$ cat config.mk
export PLATFORM = sky130hd
export DESIGN_NAME = alu_wide_sequencer
export DESIGN_NICKNAME = d
export VERILOG_FILES = /design/src/rtl/alu_wide_sequencer.sv
export SDC_FILE = /design/constraint.sdc
export NUM_CORES = 1
export LEC_CHECK = 0
export CAP_MARGIN = 20
export CORE_AREA = 3 3 117 119
export DETAILED_ROUTE_END_ITERATION = 7
export DIE_AREA = 0 0 120 122
export GPL_TIMING_DRIVEN = 0
export PLACE_DENSITY = 0.75
export SLEW_MARGIN = 20
export SYNTH_ARGS = -nofsm -noshare
export SYNTH_HDL_FRONTEND = slang
export SYNTH_SLANG_ARGS = --single-unit
$ cat constraint.sdc
create_clock -name clk -period 2 [get_ports clk]
set_input_delay 0.2 -clock clk [delete_from_list [all_inputs] [get_ports clk]]
set_output_delay 0.2 -clock clk [all_outputs]
set_load 0.01 [all_outputs]
$ cat src/rtl/alu_wide_sequencer.sv
// Wide-operand sequencer for an N-bit ALU slice.
// Splits a WORDS*N-bit operation into N-bit slices issued LS slice first,
// chaining carry through the ALU's own carry flag, and reassembles the result.
//
// state   | meaning
// --------+-----------------------------------------------------------
// S_IDLE  | waiting for start; operands latched on accept
// S_RUN   | one slice issued to the ALU per cycle (alu_enable high)
// S_DRAIN | ALU idle; last slice and wide carry captured, done raised
// S_FAULT | illegal op accepted; reports err one edge later, ALU untouched
// S_DONE  | done pulse visible; returns to S_IDLE
module alu_wide_sequencer #(
  parameter int N     = 8,
  parameter int WORDS = 4,
  // ALU mode encodings; override to match the attached alu's parameter set
  parameter logic [2:0] ALU_ADD = 3'd0,
  parameter logic [2:0] ALU_ADC = 3'd1,
  parameter logic [2:0] ALU_INC = 3'd2,
  parameter logic [2:0] ALU_AND = 3'd3,
  parameter logic [2:0] ALU_OR  = 3'd4,
  parameter logic [2:0] ALU_XOR = 3'd5
) (
  input  logic                 clk,
  input  logic                 rst_n,
  input  logic                 start,
  input  logic [2:0]           op,
  input  logic [N*WORDS-1:0]   op_a,
  input  logic [N*WORDS-1:0]   op_b,
  output logic                 busy,
  output logic                 done,
  output logic                 err,
  output logic [N*WORDS-1:0]   result,
  output logic                 carry,
  output logic                 zero,
  output logic                 alu_enable,
  output logic [2:0]           alu_mode,
  output logic [N-1:0]         alu_a,
  output logic [N-1:0]         alu_b,
  input  logic [N-1:0]         alu_out,
  input  logic                 alu_flag_zero,
  input  logic                 alu_flag_carry
);

  localparam int W  = N * WORDS;
  localparam int IW = (WORDS > 1) ? $clog2(WORDS) : 1;
  localparam logic [IW-1:0] LAST = IW'(WORDS - 1);

  localparam logic [2:0] OP_ADD = 3'd0;
  localparam logic [2:0] OP_ADC = 3'd1;
  localparam logic [2:0] OP_INC = 3'd2;
  localparam logic [2:0] OP_AND = 3'd3;
  localparam logic [2:0] OP_OR  = 3'd4;
  localparam logic [2:0] OP_XOR = 3'd5;

  typedef enum logic [2:0] {S_IDLE, S_RUN, S_DRAIN, S_FAULT, S_DONE} state_t;

  state_t        state;
  logic [2:0]    op_q;
  logic [W-1:0]  a_q;
  logic [W-1:0]  b_q;
  logic [IW-1:0] idx;
  logic [IW-1:0] idx_nx;
  logic          cap_en;
  logic [IW-1:0] cap_idx;
  logic [W-1:0]  res_cap;

  // zero is derived from the captured wide result, not the per-slice flag
  logic unused_flag_zero;
  assign unused_flag_zero = alu_flag_zero;

  // first slice of ADD/INC seeds the chain; every later slice adds the ALU carry
  function automatic logic [2:0] slice_mode(input logic [2:0] o, input logic first);
    case (o)
      OP_ADD:  slice_mode = first ? ALU_ADD : ALU_ADC;
      OP_ADC:  slice_mode = ALU_ADC;
      OP_INC:  slice_mode = first ? ALU_INC : ALU_ADC;
      OP_AND:  slice_mode = ALU_AND;
      OP_OR:   slice_mode = ALU_OR;
      OP_XOR:  slice_mode = ALU_XOR;
      default: slice_mode = ALU_ADD;
    endcase
  endfunction

  assign idx_nx = idx + 1'b1;

  // result with the ALU's current output merged into the slice it belongs to
  always_comb begin
    res_cap = result;
    res_cap[cap_idx*N +: N] = alu_out;
  end

  // sequencing FSM, slice capture and registered outputs
  always_ff @(posedge clk) begin
    if (!rst_n) begin
      state      <= S_IDLE;
      op_q       <= '0;
      a_q        <= '0;
      b_q        <= '0;
      idx        <= '0;
      cap_en     <= 1'b0;
      cap_idx    <= '0;
      busy       <= 1'b0;
      done       <= 1'b0;
      err        <= 1'b0;
      result     <= '0;
      carry      <= 1'b0;
      zero       <= 1'b0;
      alu_enable <= 1'b0;
      alu_mode   <= '0;
      alu_a      <= '0;
      alu_b      <= '0;
    end else begin
      // the ALU output of an enabled edge is valid for exactly one cycle
      cap_en  <= alu_enable;
      cap_idx <= idx;
      if (cap_en) result <= res_cap;
      done <= 1'b0;

      case (state)
        S_IDLE: begin
          if (start) begin
            op_q <= op;
            a_q  <= op_a;
            b_q  <= op_b;
            idx  <= '0;
            busy <= 1'b1;
            err  <= 1'b0;
            if (op <= OP_XOR) begin
              state      <= S_RUN;
              alu_enable <= 1'b1;
              alu_mode   <= slice_mode(op, 1'b1);
              alu_a      <= op_a[N-1:0];
              alu_b      <= (op == OP_INC) ? '0 : op_b[N-1:0];
            end else begin
              state <= S_FAULT;
            end
          end
        end
        S_RUN: begin
          if (idx == LAST) begin
            alu_enable <= 1'b0;
            state      <= S_DRAIN;
          end else begin
            idx      <= idx_nx;
            alu_mode <= slice_mode(op_q, 1'b0);
            alu_a    <= a_q[idx_nx*N +: N];
            alu_b    <= (op_q == OP_INC) ? '0 : b_q[idx_nx*N +: N];
          end
        end
        S_DRAIN: begin
          carry <= (op_q <= OP_INC) ? alu_flag_carry : 1'b0;
          zero  <= (res_cap == '0);
          done  <= 1'b1;
          state <= S_DONE;
        end
        S_FAULT: begin
          err   <= 1'b1;
          carry <= 1'b0;
          zero  <= (result == '0);
          done  <= 1'b1;
          state <= S_DONE;
        end
        S_DONE: begin
          busy  <= 1'b0;
          state <= S_IDLE;
        end
        default: state <= S_IDLE;
      endcase
    end
  end

endmodule
==> run_results.csv, run 1 <==
group,metric,value,unit
worst_hold_path,hp-class,"input pin to flip-flop",
yosys,postSynthAreaPerCell,8.90,um^2
layout,syn_to_final_growth,38.5,%
worst_setup_path,worst_path_largest_cell_delay,390,ps
yosys,synth.most_common_cell,"nand2_1",
timing,setup_violations,0,
yosys,synthTopCellsByCount,"nand2_1, dfxtp_1, a21oi_1",
drt,via_per_inst,5.63,
yosys,syn_nets,727,
die,core,12700,um^2
yosys,ys_warn_count,0,
yosys,async_reset_ff_share,0,%
cts,clk_pin_slew,60,ps
yosys,synth_edf_count,0,
timing,max_freq,0.523,GHz
worst_setup_path,r2r_cells,8,
worst_setup_path,worstPathRequired,2270,ps
yosys,netlist-cell-type-count,53,
timing,whs,322,ps
drt,drc_errors,0,
cts,ctsHoldBuffers,0,
layout,fill_cells,1067,
die,die_y,122,um
die,num_rows,41,
drt,vias,5511,
die,die_w,120,um
pwr,power.density,899,nW/um^2
timing,hold_viol,0,
yosys,synthTopCellsByArea,"dfxtp_1, nand2_1, a21oi_1",
cts,clock_latency,420,ps
pwr,power.static_leakage,2.92,nW
drt,first_pass_iters,7,
global_routing,grt_usage,24.1,%
yosys,yosysTopAreaCell,"dfxtp_1",
drt,wl_per_cell,18.0,um
pwr,peakVddDrop,0.612,mV
drt,postRouteAntennaNets,0,
cts,clkSinkCount,132,
global_routing,grt_max_degree,17,
job,maxCapViolations,0,
timing,fin_crit,1910,ps
global_routing,antenna_found_initial,0,
timing,timing.final.ws_setup,88.1,ps
timing,finalCritPeriodShare,95.6,%
worst_setup_path,slowest_stage,"dfxtp_4",
timing,worstMarginPinSlew,735,ps
timing,skew,8.53,ps
drt,drt_iter0_drc,364,
worst_setup_path,start_kind,"flip-flop",
cts,cts_tree,"done",
timing,maxSlewHeadroom,51.0,%
layout,drive_gt1_share,12.1,%
die,start_util,45.0,%
timing,rsz0062_at_grt,"yes",
worst_setup_path,critPathMaxFanout,10,
worst_setup_path,crit_path_end_kind,"flip-flop",
worst_setup_path,crit_arrival,2180,ps
run_status,status,"finished, final reports clean",
place,dp_slack,-267,ps
layout,nNetsFinal,881,
timing,drv_slew,0,
layout,antennaDiodeCount,0,
yosys,yosysSeqAreaShare,46.3,%
yosys,synthDominantCellAreaShare,46.3,%
cts,root_buffer,"clkbuf_16",
die,die_area,14600,um^2
yosys,synth_ff_type,"dfxtp_1",
drt,wl,17600,um
cts,cts_buffer_depth,2,
worst_setup_path,path_cells,"inv_1 -> ha_1 -> buf_2 -> nor3b_4 -> nand2_1 -> a221o_1 -> nand4_1 -> o32ai_1",
yosys,ys_seq_elements,132,
place,hpwlAfterDp,12800,um
place,place_congestion,0.864,
global_routing,grt-ovfl-total,0,
place,place.port_buffers,135,
global_routing,grt_pass1_wl,27700,um
worst_hold_path,hold_path_depth,3,
global_routing,grt_pass1_vias,5573,
yosys,synthCells,641,
worst_setup_path,critical_path_class,"flip-flop to flip-flop",
cts,numCtsBuffers,17,
cts,h-tree-depth,4,
yosys,synth_area,5700,um^2
die,io_pins,137,
-- path summary, 6_finish.rpt --
path              start      end  slack [ps]
max          cap_idx[0]     zero          90
min            op_a[18]  a_q[18]         320
max reg2reg  cap_idx[0]     zero          90
min reg2reg     b_q[21]  b_q[21]         450
-- logic make-up after synthesis --
family	count (synthesis)	share of synthesized area, %
simple gates	271	20.9
mux	24	7.72
buf+inv	49	4.94
compound gates	159	18.8
fa+ha+maj	6	1.32
flops	132	46.3
-- per-stage QoR --
stage	utilization, %	power [mW]	cells	setup TNS, ps	area (um^2)
after global placement	57.4	3.94	948	-4810	7270
after CTS	62.2	7.11	979	0	7880
after detailed placement	57.4	3.97	948	-5760	7270
final	62.4	7.11	979	0	7900
after floorplan	-	3.48	641	0	5700
after global routing	62.4	7.33	979	-9.25	7900
-- cell usage in the layout, fill, tap and decap left out, types with 3 or more instances in the layout --
master             n
nand2_1          148
clkdlybuf4s50_1  135
dfxtp_1          131
a21oi_1           76
nor2_1            69
a22oi_1           38
clkbuf_1          17
clkbuf_16         17
mux4_2            16
buf_2             12
a211oi_2          10
buf_6              9
a211oi_1           9
nor4_1             8
mux2i_1            8
nor3_1             7
inv_1              6
nor2b_1            5
ha_1               5
nor2_2             4
buf_4              4
and2_1             4
a31oi_1            4
o21ai_0            4
nand4_1            4
clkinvlp_4         4
a32oi_1            3
nand3b_1           3
bufinv_16          3
-- metal layers --
layer	GRT usage, %	vias to the layer above	part of all wire (%)
li1	-	2573	-
met1	29.2	2611	41
met2	40.3	274	48
met3	5.43	53	7.7
met4	12.5	0	3.3
met5	0	-	0
-- power by group --
group	internal, mW	leakage (nW)	switching, mW
clock network	1.99	0.281	1.19
logic	0.514	1.56	0.542
registers	2.78	1.08	0.0991
total	5.28	2.92	1.83
-- area by class of cell --
cell class | count | area [um^2] | area share, %
plain buffers | 42 | 255 | 3.23
multi-input cells | 460 | 2810 | 35.5
well taps | 172 | 215 | 2.72
clock buffers | 19 | 443 | 5.60
clock inverters | 12 | 156 | 1.98
repair buffers | 135 | 1350 | 17.1
flip-flops and latches | 132 | 2650 | 33.5
inverters | 7 | 26.3 | 0.332
-- flip-flops by register name, summed over array words and instances (netlist names), 2 cells and up --
name	flops
alu_a	8
a_q	32
alu_b	8
cap_idx	2
result	32
idx	2
b_q	32
alu_mode	3
state	3
op_q	3
-- critical path: cells and delay by family (launching register included) --
kind	cells	cell delay [ps]
flops	1	390
compound gates	2	430
buf+inv	2	310
fa+ha+maj	1	210
simple gates	3	430
-- what timing repair did --
item	4_1_cts	5_1_grt
pin swaps	0	2
resized for setup	2	6
setup buffers	0	0
setup endpoints to repair	20	21
(Power assumes the default switching activity.)
==> inputs of run 2 (changes only) <==
Settings changed: ABC_CLOCK_PERIOD_IN_PS set to 2000, REMOVE_ABC_BUFFERS set to 1.
==> run_results.csv, run 2 (same netlist as run 1, synthesis figures left out) <==
group,metric,value,unit
pwr,peakVddDrop,0.487,mV
cts,clock_latency,420,ps
worst_setup_path,worstPathRequired,2290,ps
worst_hold_path,hold_end,"a_q[21]",
timing,rsz0062_at_grt,"no",
cts,root_buffer,"clkbuf_16",
worst_setup_path,r2r_cells,4,
pwr,power.density,886,nW/um^2
timing,maxSlewHeadroom,51.9,%
place,placedCellCount,910,
worst_hold_path,min_from,"op_a[21]",
job,maxCapViolations,0,
pwr,total_power,6.93,mW
layout,nNetsFinal,850,
worst_hold_path,hp-class,"input pin to flip-flop",
layout,syn_to_final_growth,37.2,%
layout,instances_no_fill,948,
place,place_congestion,0.850,
die,core,12700,um^2
worst_setup_path,critPathMaxFanout,20,
global_routing,grt_max_degree,86,
layout,multiInputGateArea,2850,um^2
cts,clkSinkCount,132,
drt,vias,5188,
timing,max_freq,0.529,GHz
timing,fin_crit,1890,ps
timing,timing.final.ws_setup,109,ps
worst_setup_path,critPathTopFamily,"multiplexers",
layout,drive_gt1_share,11.1,%
layout,antennaDiodeCount,0,
global_routing,grt-ovfl-total,0,
die,num_rows,41,
worst_setup_path,start_kind,"flip-flop",
global_routing,grt_usage,21.6,%
worst_setup_path,path_cells,"ha_4 -> mux4_2 -> mux2i_1 -> a211oi_2",
pwr,sw_frac_of_total,24.7,%
die,io_pins,137,
timing,skew,4.21,ps
cts,h-tree-depth,4,
worst_setup_path,slowest_stage,"mux4_2",
worst_setup_path,worstReg2RegEnd,"alu_a[6]",
layout,regArea,2650,um^2
drt,wl_per_cell,16.2,um
layout,final_common_cell,"nand2_1",
run_status,status,"finished, final reports clean",
die,die_area,14600,um^2
drt,drt_iter0_drc,355,
pwr,power_switching,1.71,mW
timing,hold_viol,0,
drt,via_per_inst,5.47,
drt,postRouteAntennaNets,0,
layout,layout_common_cells,"nand2_1, clkdlybuf4s50_1, dfxtp_1",
layout,post-route-util,61.7,%
die,start_util,45.0,%
worst_hold_path,hold_path_depth,3,
layout,fill_cells,1059,
pwr,intPower,5.22,mW
timing,finalCritPeriodShare,94.5,%
die,die_y,122,um
global_routing,grt_pass1_vias,5176,
worst_setup_path,critPathBufInv,0,
die,die_w,120,um
pwr,power_frac_seq,41.7,%
place,place.port_buffers,135,
global_routing,antenna_found_initial,0,
worst_setup_path,reg2reg_slack,110,ps
pwr,p_comb_share,14.6,%
drt,wl,15400,um
timing,drv_slew,0,
timing,setup_violations,0,
worst_setup_path,crit_arrival,2180,ps
drt,drc_errors,0,
place,hpwlAfterDp,10500,um
cts,cts_tree,"done",
worst_setup_path,critical_path_class,"flip-flop to flip-flop",
pwr,power.static_leakage,2.86,nW
layout,largestRegisters,"a_q x32, b_q x32, result x32",
worst_setup_path,worst_path_largest_cell_delay,530,ps
global_routing,grt_pass1_wl,25200,um
worst_setup_path,reg2reg_from,"idx[0]",
place,dp_slack,-751,ps
cts,cts_buffer_depth,2,
worst_setup_path,crit_path_end_kind,"flip-flop",
cts,numCtsBuffers,17,
timing,worstMarginPinSlew,720,ps
cts,clk_pin_slew,60,ps
pwr,p_clk_share,43.7,%
drt,first_pass_iters,5,
run 2: power groups by stage:
stage / clock network, mW / registers, mW / logic [mW]
floorplan: 0 / 2.94 / 0.481
global placement: 0 / 2.93 / 0.914
detailed placement: 0 / 2.94 / 0.964
CTS: 3.07 / 2.89 / 0.991
global route: 3.19 / 2.91 / 1.10
finish: 3.03 / 2.89 / 1.01
run 2: worst max-delay path by stage:
stage          startpoint           to  slack (ps)  depth (start not counted)
2_1_floorplan      idx[0]  alu_mode[1]        -630                          5
3_3_place_gp       idx[0]  alu_mode[1]       -1530                          5
3_5_place_dp       idx[0]     alu_a[6]        -750                          4
4_1_cts          state[0]      a_q[11]           9                          6
5_1_grt            idx[0]     alu_a[3]          10                          4
6_report           idx[0]     alu_a[6]         110                          4
run 2: area by class of cell:
class,count,share of cell area [%]
multi-input combinational,461,36.4
sequential,132,33.9
timing repair buffer,145,19.2
clock buffer,23,6.11
tap,172,2.75
clock inverter,8,1.30
inverter,7,0.400
run 2: repair_timing:
action                                  in CTS  in global routing
resized for setup                            7                  6
pin swaps                                    2                  2
gates cloned                                 1                  0
buffers inserted                             3                  3
endpoints found under the setup margin      42                 62
hold buffers                                 0                  0
run 2: metal layers:
layer	GRT usage, %	share of wire (%)
met1	27.2	45
met2	35.2	48
met3	5.90	6.1
met4	8.66	1.5
met5	0	0
run 2: tightest hold or removal path, delay by kind of cell:
kind	cells	cell delay [ps]
simple gates	1	60
compound gates	1	50
buf+inv	1	400
run 2: metrics by stage:
| step | TNS [ps] | cell area, um^2 | hold WS [ps] |
|---|---|---|---|
| 6_report | 0 | 7820 | 329 |
| 5_1_grt | 0 | 7820 | 332 |
| 4_1_cts | 0 | 7760 | 315 |
| 3_5_place_dp | -18170 | 7130 | 445 |
| 3_3_place_gp | -142990 | 7020 | 439 |
| 2_1_floorplan | -27880 | 5450 | 327 |
